File: config.mk
export PLATFORM = sky130hd
export DESIGN_NAME = seg_display
export DESIGN_NICKNAME = d
export VERILOG_FILES = /design/src/rtl/seg_pkg.sv /design/src/rtl/bin2bcd.sv /design/src/rtl/seg_display.sv
export SDC_FILE = /design/constraint.sdc
export NUM_CORES = 1
export LEC_CHECK = 0
export ABC_AREA = 1
export CAP_MARGIN = 20
export CORE_MARGIN = 2
export CORE_UTILIZATION = 25
export DETAILED_ROUTE_END_ITERATION = 7
export DONT_BUFFER_PORTS = 1
export PLACE_DENSITY_LB_ADDON = 0.05
export SYNTH_ARGS = -nofsm -noshare
export SYNTH_HDL_FRONTEND = slang
export SYNTH_SLANG_ARGS = --single-unit
File: constraint.sdc
create_clock -name segclk -period 10.2 [get_ports segclk]
set_clock_uncertainty 0.15 [all_clocks]
set_input_delay 1.02 -clock segclk [delete_from_list [all_inputs] [get_ports segclk]]
set_output_delay 1.02 -clock segclk [all_outputs]
set_load 0.005 [all_outputs]
File: src/rtl/seg_pkg.sv
// Shared definitions for the multiplexed 7-segment score display.
`timescale 1ns/100ps
package seg_pkg;

  // All segments off (cathodes are active low).
  localparam logic [6:0] SEG_BLANK = 7'h7F;
  // All digit anodes off (anodes are active low).
  localparam logic [3:0] AN_OFF    = 4'hF;

  // Four BCD digits; index 0 is the ones digit, index 3 the thousands digit.
  typedef logic [3:0][3:0] bcd4_t;

  // Digit to active-low segment pattern, bit order {g,f,e,d,c,b,a}.
  function automatic logic [6:0] seg_decode(input logic [3:0] digit);
    logic [6:0] pat;
    case (digit)
      4'd0:    pat = 7'b1000000;
      4'd1:    pat = 7'b1111001;
      4'd2:    pat = 7'b0100100;
      4'd3:    pat = 7'b0110000;
      4'd4:    pat = 7'b0011001;
      4'd5:    pat = 7'b0010010;
      4'd6:    pat = 7'b0000010;
      4'd7:    pat = 7'b1111000;
      4'd8:    pat = 7'b0000000;
      4'd9:    pat = 7'b0010000;
      default: pat = SEG_BLANK;
    endcase
    return pat;
  endfunction

endpackage

File: src/rtl/bin2bcd.sv
// Combinational 14-bit binary to 4-digit BCD converter (shift-add-3).
`timescale 1ns/100ps
module bin2bcd
  import seg_pkg::*;
(
  input  logic [13:0] bin,
  output bcd4_t       bcd
);

  // Upper 16 bits accumulate BCD digits, lower 14 bits hold the binary being shifted in.
  logic [29:0] sh;

  // Double-dabble: before each shift, any digit >= 5 gets +3 so the shift carries correctly.
  always_comb begin
    sh = {16'd0, bin};
    for (int i = 0; i < 14; i++) begin
      for (int d = 0; d < 4; d++) begin
        if (sh[14 + 4*d +: 4] >= 4'd5) begin
          sh[14 + 4*d +: 4] = sh[14 + 4*d +: 4] + 4'd3;
        end
      end
      sh = sh << 1;
    end
  end

  assign bcd = bcd4_t'(sh[29:14]);

endmodule

File: src/rtl/seg_display.sv
// 4-digit common-anode multiplexed 7-segment display driver for a decimal score.
// The score is sampled every edge, clamped to 9999, converted to BCD, and one
// digit at a time is loaded into the anode/segment registers together.
`timescale 1ns/100ps
module seg_display
  import seg_pkg::*;
#(
  parameter int SCAN_DIV = 1
)(
  input  logic        segclk,
  input  logic        clr,
  input  logic [14:0] score,
  output logic [6:0]  seg,
  output logic [3:0]  an
);

  localparam int               DIV_W    = (SCAN_DIV > 1) ? $clog2(SCAN_DIV) : 1;
  localparam logic [DIV_W-1:0] DIV_LAST = DIV_W'(SCAN_DIV - 1);

  logic [14:0]      score_q;
  logic [DIV_W-1:0] div_q;
  logic [1:0]       idx_q;
  logic             started_q;
  logic [13:0]      score_sat;
  bcd4_t            bcd;
  logic             tick;
  logic             load;
  logic [1:0]       idx_nxt;

  // Values above four decimal digits are shown as 9999.
  function automatic logic [13:0] sat_score(input logic [14:0] s);
    if (s > 15'd9999) return 14'd9999;
    else              return s[13:0];
  endfunction

  assign score_sat = sat_score(score_q);

  bin2bcd u_bin2bcd (
    .bin (score_sat),
    .bcd (bcd)
  );

  // The first edge after reset loads digit 0; after that a digit is loaded per tick.
  assign tick    = started_q && (div_q == DIV_LAST);
  assign load    = !started_q || tick;
  assign idx_nxt = started_q ? idx_q + 2'd1 : 2'd0;

  // Score sample register.
  always_ff @(posedge segclk or negedge clr) begin
    if (!clr) score_q <= '0;
    else      score_q <= score;
  end

  // Digit-period divider; idle until the first digit is loaded so every digit gets SCAN_DIV edges.
  always_ff @(posedge segclk or negedge clr) begin
    if (!clr) begin
      div_q <= '0;
    end else if (started_q) begin
      if (tick) div_q <= '0;
      else      div_q <= div_q + 1'b1;
    end
  end

  // Scan index and output registers; anode and segments update on the same edge.
  always_ff @(posedge segclk or negedge clr) begin
    if (!clr) begin
      started_q <= 1'b0;
      idx_q     <= 2'd0;
      an        <= AN_OFF;
      seg       <= SEG_BLANK;
    end else if (load) begin
      started_q <= 1'b1;
      idx_q     <= idx_nxt;
      an        <= ~(4'b0001 << idx_nxt);
      seg       <= seg_decode(bcd[idx_nxt]);
    end
  end

endmodule

==> out/metrics.csv, run 1 <==
stage,metric,value,unit
outcome,status,finished clean,
logic_synthesis,synth_edf_count,0,
clocking,clkSinkCount,30,
setup_path,worstPathBufferInverterCount,13,
setup_path,rrSetupSlack,840,ps
logic_synthesis,syn_inst,677,
setup_path,max_stage_delay,390,ps
logic_synthesis,yosysTopAreaCell,nand2_1,
setup_path,crit_top_cell,nand2_1,
place,place_congestion,0.7668,
logic_synthesis,yosysTopAreaCellShare,0.1841,
layout,fin_cells,919,
floorplanning,design.die.area,0.01777,sq mm
clocking,htreeDepth,2,
logic_synthesis,yosys-top-cells-area,"nand2_1 (18%), dfrtp_1 (11%), nand3_1 (9.3%)",
logic_synthesis,synth-async-reset-ratio,1.000,
layout,nFillCells,1846,
setup_path,crit_path_top_delay_cell,dfrtp_1,
logic_synthesis,synth_cell_types,41,
clocking,tritoncts,built,
sta,fin_crit,9360,ps
drt,vias,4018,
setup_path,cp-end-kind,flop,
layout,nets,743,
place,dp_hpwl,8282,um
layout,diodes,0,
drt,drc,0,
sta,final.setup.tns,0,ps
clocking,cts-hold-fix-buffers,0,
logic_synthesis,synth_ff_type,dfrtp_1,
sta,slew_violations,0,
floorplanning,core_region_area,0.01647,sq mm
layout,area_growth,15.21,%
drt,drt-total-wl,9927,um
setup_path,start_kind,flop,
place,portBuffers,0,
setup_path,critical-path-top-delay-family,simple AND/OR/NAND/NOR gates,
floorplanning,die_x,133.3,um
grt,grt.overflow.total,0,
grt,grt_pass1_wl,16390,um
drt,wl_per_cell,10.80,um
floorplanning,start_util,0.2539,
sta,worst_pin_slew,679.7,ps
grt,track_usage,0.1117,
floorplanning,rows,47,
clocking,worst_skew_pair.late_latency,280,ps
logic_synthesis,post_synth.cell_area_avg,6.175,sq um
place,dp.cells,896,
sta,hold_viol,0,
hold_path,min_path_type,in -> async,
drt,viasPerCell,4.372,
setup_path,crit_arrival,9430,ps
layout,drive_above_1_share,0.2589,
drt,drtPass1Iterations,4,
floorplanning,die_y,133.3,um
grt,grt_max_degree,31,
clocking,cts_buffers,5,
logic_synthesis,yosysSeqAreaShare,0.1829,
setup_path,crit_fanout,5,
drt,drt_iter0_markers,104,
setup_path,worstPathRequired,10270,ps
clocking,cts-root-buf,clkbuf_16,
logic_synthesis,ys_seq_elements,30,
grt,grt_pass1_vias,3622,
sta,setup_viol,0,
sta,maxSlewHeadroom,0.5452,
clocking,cts.reportedPaths.clkPinSlew,50,ps
sta,fin_crit_sh,0.9176,
grt,antenna_found_initial,0,
run,drv_cap,0,
setup_path,critPathKind,reg -> reg,
clocking,clockBufferDepth,2,
logic_synthesis,ys.warnings.count,0,
logic_synthesis,syn_area,0.004180,sq mm
sta,fmax,106.8,MHz
drt,final_antenna_net_count,0,
floorplanning,ios,28,
layout by cell type (no fill, tap or decap), types with 3 or more instances in the layout:
| master | count |
|---|---|
| clkbuf_16 | 5 |
| nand2_4 | 6 |
| inv_2 | 23 |
| dfstp_2 | 11 |
| o21ai_1 | 9 |
| buf_4 | 15 |
| nor2_2 | 8 |
| a21oi_2 | 3 |
| nand4_1 | 18 |
| o21ai_0 | 16 |
| ha_1 | 27 |
| nor2_1 | 39 |
| o21ai_2 | 6 |
| nand2_2 | 55 |
| or2_2 | 4 |
| and2_4 | 3 |
| nand3_2 | 21 |
| nand3b_1 | 3 |
| inv_1 | 90 |
| nand3_4 | 4 |
| nor2_4 | 5 |
| nand2_1 | 195 |
| a21oi_1 | 10 |
| nand3_1 | 73 |
| conb_1 | 4 |
| dfrtp_1 | 19 |
final cells by class:
cell class	count	area (sq um)	area share
clock buffer	5	125.1	0.02598
clock inverter	3	40.04	0.008314
inverter	115	431.7	0.08963
multi-input combinational	531	3067	0.6368
sequential	30	764.5	0.1587
tap	220	275.3	0.05716
timing repair buffer	15	112.6	0.02338
synthesized netlist by cell type, types with 2 or more instances:
library cell	n
dfstp_2	11
nand3b_1	3
buf_4	2
nand3_4	3
a21o_1	2
xor2_1	2
nand4_1	18
nor2_1	39
nand3_2	17
clkinv_1	2
nand2_1	205
dfrtp_1	19
nand2_4	7
ha_1	28
and2_1	4
a21oi_2	3
inv_1	93
nand3_1	78
a21oi_1	10
o21ai_0	17
conb_1	2
o21ai_4	2
nor2_4	4
xnor2_1	2
inv_2	20
nand2_2	45
o21ai_1	10
nor2_2	9
o21ai_2	4
or2_2	5
cell families after synthesis:
| group | after synthesis | share of synthesized area |
|---|---|---|
| compound gates | 54 | 0.08381 |
| xor+xnor | 4 | 0.008382 |
| fa+ha+maj | 28 | 0.08381 |
| buf+inv | 118 | 0.1095 |
| flops | 30 | 0.1829 |
| other cells | 2 | 0.001797 |
| simple gates | 441 | 0.5298 |
routing by layer:
metal / share of wire / vias up / GRT usage
li1: - / 2186 / -
met1: 0.52 / 1795 / 0.1542
met2: 0.45 / 31 / 0.1841
met3: 0.017 / 6 / 0.01142
met4: 0.013 / 0 / 0.03369
met5: 0 / - / 0
flip-flops by register name, indices dropped and copies added, names as in the netlist:
name and count:
an 4, div_q 1, idx_q 2, score_q 15
seg 7, started_q 1
repair_timing:
item | in CTS | in global routing
endpoints found under the setup margin | 0 | 7
setup buffers | 0 | 15
gates resized for setup | 0 | 31
metrics by stage:
| step | worst slack, ps | hold slack [ps] | utilization | instance area [sq um] |
|---|---|---|---|---|
| after floorplan | 1481 | 288.2 | - | 4188 |
| after global placement | 638.0 | 328.0 | 0.2695 | 4437 |
| after detailed placement | 373.1 | 322.3 | 0.2695 | 4437 |
| after CTS | 335.1 | 268.8 | 0.2795 | 4602 |
| after global routing | -32.60 | 268.6 | 0.2925 | 4816 |
| final | 840.1 | 284.3 | 0.2925 | 4816 |
path summary, 6_finish.rpt:
check / start / endpoint / depth (start not counted)
hold reg to reg: seg[4]$_DFFE_PN1P_ / seg[4]$_DFFE_PN1P_ / 2
hold / removal: clr / div_q$_DFFE_PN0P_ / 0
max in group asynchronous: clr / seg[6]$_DFFE_PN1P_ / 0
min in group segclk: seg[4]$_DFFE_PN1P_ / seg[4]$_DFFE_PN1P_ / 2
setup / recovery: score_q[7]$_DFF_PN0_ / seg[3]$_DFFE_PN1P_ / 80
setup reg to reg: score_q[7]$_DFF_PN0_ / seg[3]$_DFFE_PN1P_ / 80
Power of run 1 is not shown: default switching activity piles up to over one toggle a cycle in this logic, so the estimate is an artifact.
==> run 2: changes to the inputs <==
--- a/config.mk
+++ b/config.mk
@@ -8,9 +8,9 @@
 export ABC_AREA = 1
 export CAP_MARGIN = 20
 export CORE_MARGIN = 2
-export CORE_UTILIZATION = 25
+export CORE_UTILIZATION = 40
 export DETAILED_ROUTE_END_ITERATION = 7
-export DONT_BUFFER_PORTS = 1
+export MAX_ROUTING_LAYER = met4
 export PLACE_DENSITY_LB_ADDON = 0.05
 export SYNTH_ARGS = -nofsm -noshare
 export SYNTH_HDL_FRONTEND = slang
==> run 2 against run 1 <==
  * Sequential share of layout area decreased by 0.26 points
  * Setup slack improved by 50 ps
  * Critical path depth increased by 2
  * First-iteration DRC count increased by 52%
  * Critical path type unchanged
  * Flip-flop and latch count unchanged
  * Final area increased by 1.7%
==> out/metrics.csv, run 2 (synthesis results as in run 1) <==
stage,metric,value,unit,change
clocking,cts.reportedPaths.clkPinSlew,60,ps,was 50 ps
floorplanning,die_y,106.2,um,was 133.3 um
floorplanning,design.die.area,0.01128,sq mm,was 0.01777 sq mm
grt,grt_pass1_vias,3869,,"was 3,622"
place,place_congestion,0.8026,,was 0.7668
layout,largest_reg_flops,15,,unchanged
clocking,cts-hold-fix-buffers,0,,unchanged
drt,final_antenna_net_count,0,,unchanged
layout,mostFrequentLayoutCells,"nand2_1 (198), inv_1 (91), nand3_1 (71)",,"was nand2_1 (195), inv_1 (90), nand3_1 (73)"
sta,final.setup.tns,0,ps,unchanged
grt,grt.overflow.total,0,,unchanged
drt,wl_per_cell,10.36,um,was 10.80 um
sta,fmax,107.4,MHz,was 106.8 MHz
drt,drc,0,,unchanged
place,dp_hpwl,7338,um,was 8282 um
clocking,worst_skew_pair.late_latency,280,ps,about the same
clocking,cts-root-buf,clkbuf_8,,was clkbuf_16
floorplanning,rows,37,,was 47
setup_path,start_kind,flop,,unchanged
drt,drt-total-wl,8920,um,was 9927 um
place,portBuffers,27,,was 0
grt,grt_max_degree,31,,unchanged
setup_path,crit_top_cell,nand2_1,,unchanged
layout,area_growth,17.12,%,was 15.21%
sta,hold_viol,0,,unchanged
grt,antenna_found_initial,0,,unchanged
sta,fin_crit,9310,ps,was 9360 ps
layout,diodes,0,,unchanged
sta,worst_pin_slew,640.8,ps,was 679.7 ps
floorplanning,start_util,0.4086,,was 0.2539
sta,maxSlewHeadroom,0.5712,,was 0.5452
sta,slew_violations,0,,unchanged
drt,viasPerCell,4.724,,was 4.372
place,place_area,0.004609,sq mm,was 0.004437 sq mm
clocking,tritoncts,built,,unchanged
run,drv_cap,0,,unchanged
hold_path,min_path_type,reg -> reg,,was in -> async
setup_path,worstPathRequired,10270,ps,about the same
setup_path,crit_path_top_delay_cell,dfrtp_1,,unchanged
setup_path,crit_arrival,9380,ps,was 9430 ps
sta,setup_viol,0,,unchanged
floorplanning,die_x,106.2,um,was 133.3 um
grt,track_usage,0.1705,,was 0.1117
drt,drt_iter0_markers,158,,was 104
drt,drtPass1Iterations,4,,unchanged
setup_path,cp-end-kind,flop,,unchanged
floorplanning,ios,28,,unchanged
setup_path,max_stage_delay,410,ps,was 390 ps
clocking,htreeDepth,2,,unchanged
floorplanning,core_region_area,0.01023,sq mm,was 0.01647 sq mm
layout,finish.instance_area,0.004896,sq mm,was 0.004816 sq mm
grt,grt_pass1_wl,15870,um,"was 16,390 um"
setup_path,crit_fanout,5,,unchanged
layout,nets,769,,was 743
layout,drive_above_1_share,0.2469,,was 0.2589
sta,fin_crit_sh,0.9127,,was 0.9176
clocking,clockBufferDepth,2,,unchanged
drt,vias,4067,,"was 4,018"
layout,final_common_cell,nand2_1,,unchanged
outcome,status,finished clean,,unchanged
layout,top_regs,"score_q x15, seg x7, an x4",,unchanged
setup_path,critPathKind,reg -> reg,,unchanged
layout,largest-register,score_q,,unchanged
clocking,clkSinkCount,30,,unchanged
clocking,cts_buffers,5,,unchanged
-- run 2: cell count changes in the layout (fill, tap and decap cells not counted), moves of 2 or more --
cell             previous run  this run
clkbuf_16                   5         0
clkbuf_8                    0         6
clkdlybuf4s50_1             0        27
ha_1                       27        25
ha_2                        1         3
nand2_1                   195       198
nand2_2                    55        51
nand3_1                    73        71
nand3_2                    21        23
-- run 2: through the flow --
| step | utilization | worst slack, ps | hold WS [ps] | std cells |
|---|---|---|---|---|
| final | 0.4785 | 890.0 | 335.8 | 861 |
| after global routing | 0.4785 | -62.30 | 347.4 | 861 |
| after CTS | 0.4595 | 401.9 | 342.2 | 848 |
| after detailed placement | 0.4505 | 444.3 | 325.1 | 840 |
| after global placement | 0.4505 | 760.2 | 310.5 | 840 |
| after floorplan | - | 1481 | 288.2 | 679 |
-- run 2: worst paths after layout --
kind	from	end	slack [ps]	depth (start not counted)
max in group asynchronous	clr	seg[6]$_DFFE_PN1P_	8600	2
worst min-delay path	seg[4]$_DFFE_PN1P_	seg[4]$_DFFE_PN1P_	340	2
worst max-delay path	score_q[12]$_DFF_PN0_	seg[3]$_DFFE_PN1P_	890	82
worst max register to register	score_q[12]$_DFF_PN0_	seg[3]$_DFFE_PN1P_	890	82
min in group asynchronous	clr	idx_q[1]$_DFFE_PN0P_	970	2
worst min register to register	seg[4]$_DFFE_PN1P_	seg[4]$_DFFE_PN1P_	340	2
-- run 2: cell type report --
| type | instances | area (sq um) |
|---|---|---|
| Clock buffer | 7 | 86.33 |
| Inverter | 115 | 431.7 |
| Fill cell | 1077 | 5335 |
| Sequential cell | 30 | 764.5 |
| Clock inverter | 1 | 5.005 |
| Tap cell | 136 | 170.2 |
| Timing Repair Buffer | 41 | 375.4 |
| Multi-Input combinational cell | 531 | 3063 |
-- run 2: what timing repair did --
item	4_1_cts	5_1_grt
buffers inserted	0	13
gates resized for setup	0	29
endpoints found under the setup margin	0	7
-- run 2: routing by layer --
layer  up-vias  GRT usage  part of all wire  wire length (um)
met5         -          -                 0                 0
met4         0    0.03665            0.0078                70
met3         6    0.01901             0.020               177
met2        32     0.2848              0.45              4035
met1      1787     0.2234              0.52              4636
li1       2242          -                 -                 -
-- run 2: critical path: cells and delay by family (launching register included) --
| kind | cells | cell delay [ps] |
|---|---|---|
| DFF | 1 | 410 |
| and+or+nand+nor | 56 | 5590 |
| buffers and inverters | 14 | 920 |
| adders and majority gates | 10 | 1930 |
| AOI/OAI and AO/OA | 2 | 260 |
Power of run 2 is left out for the same reason.
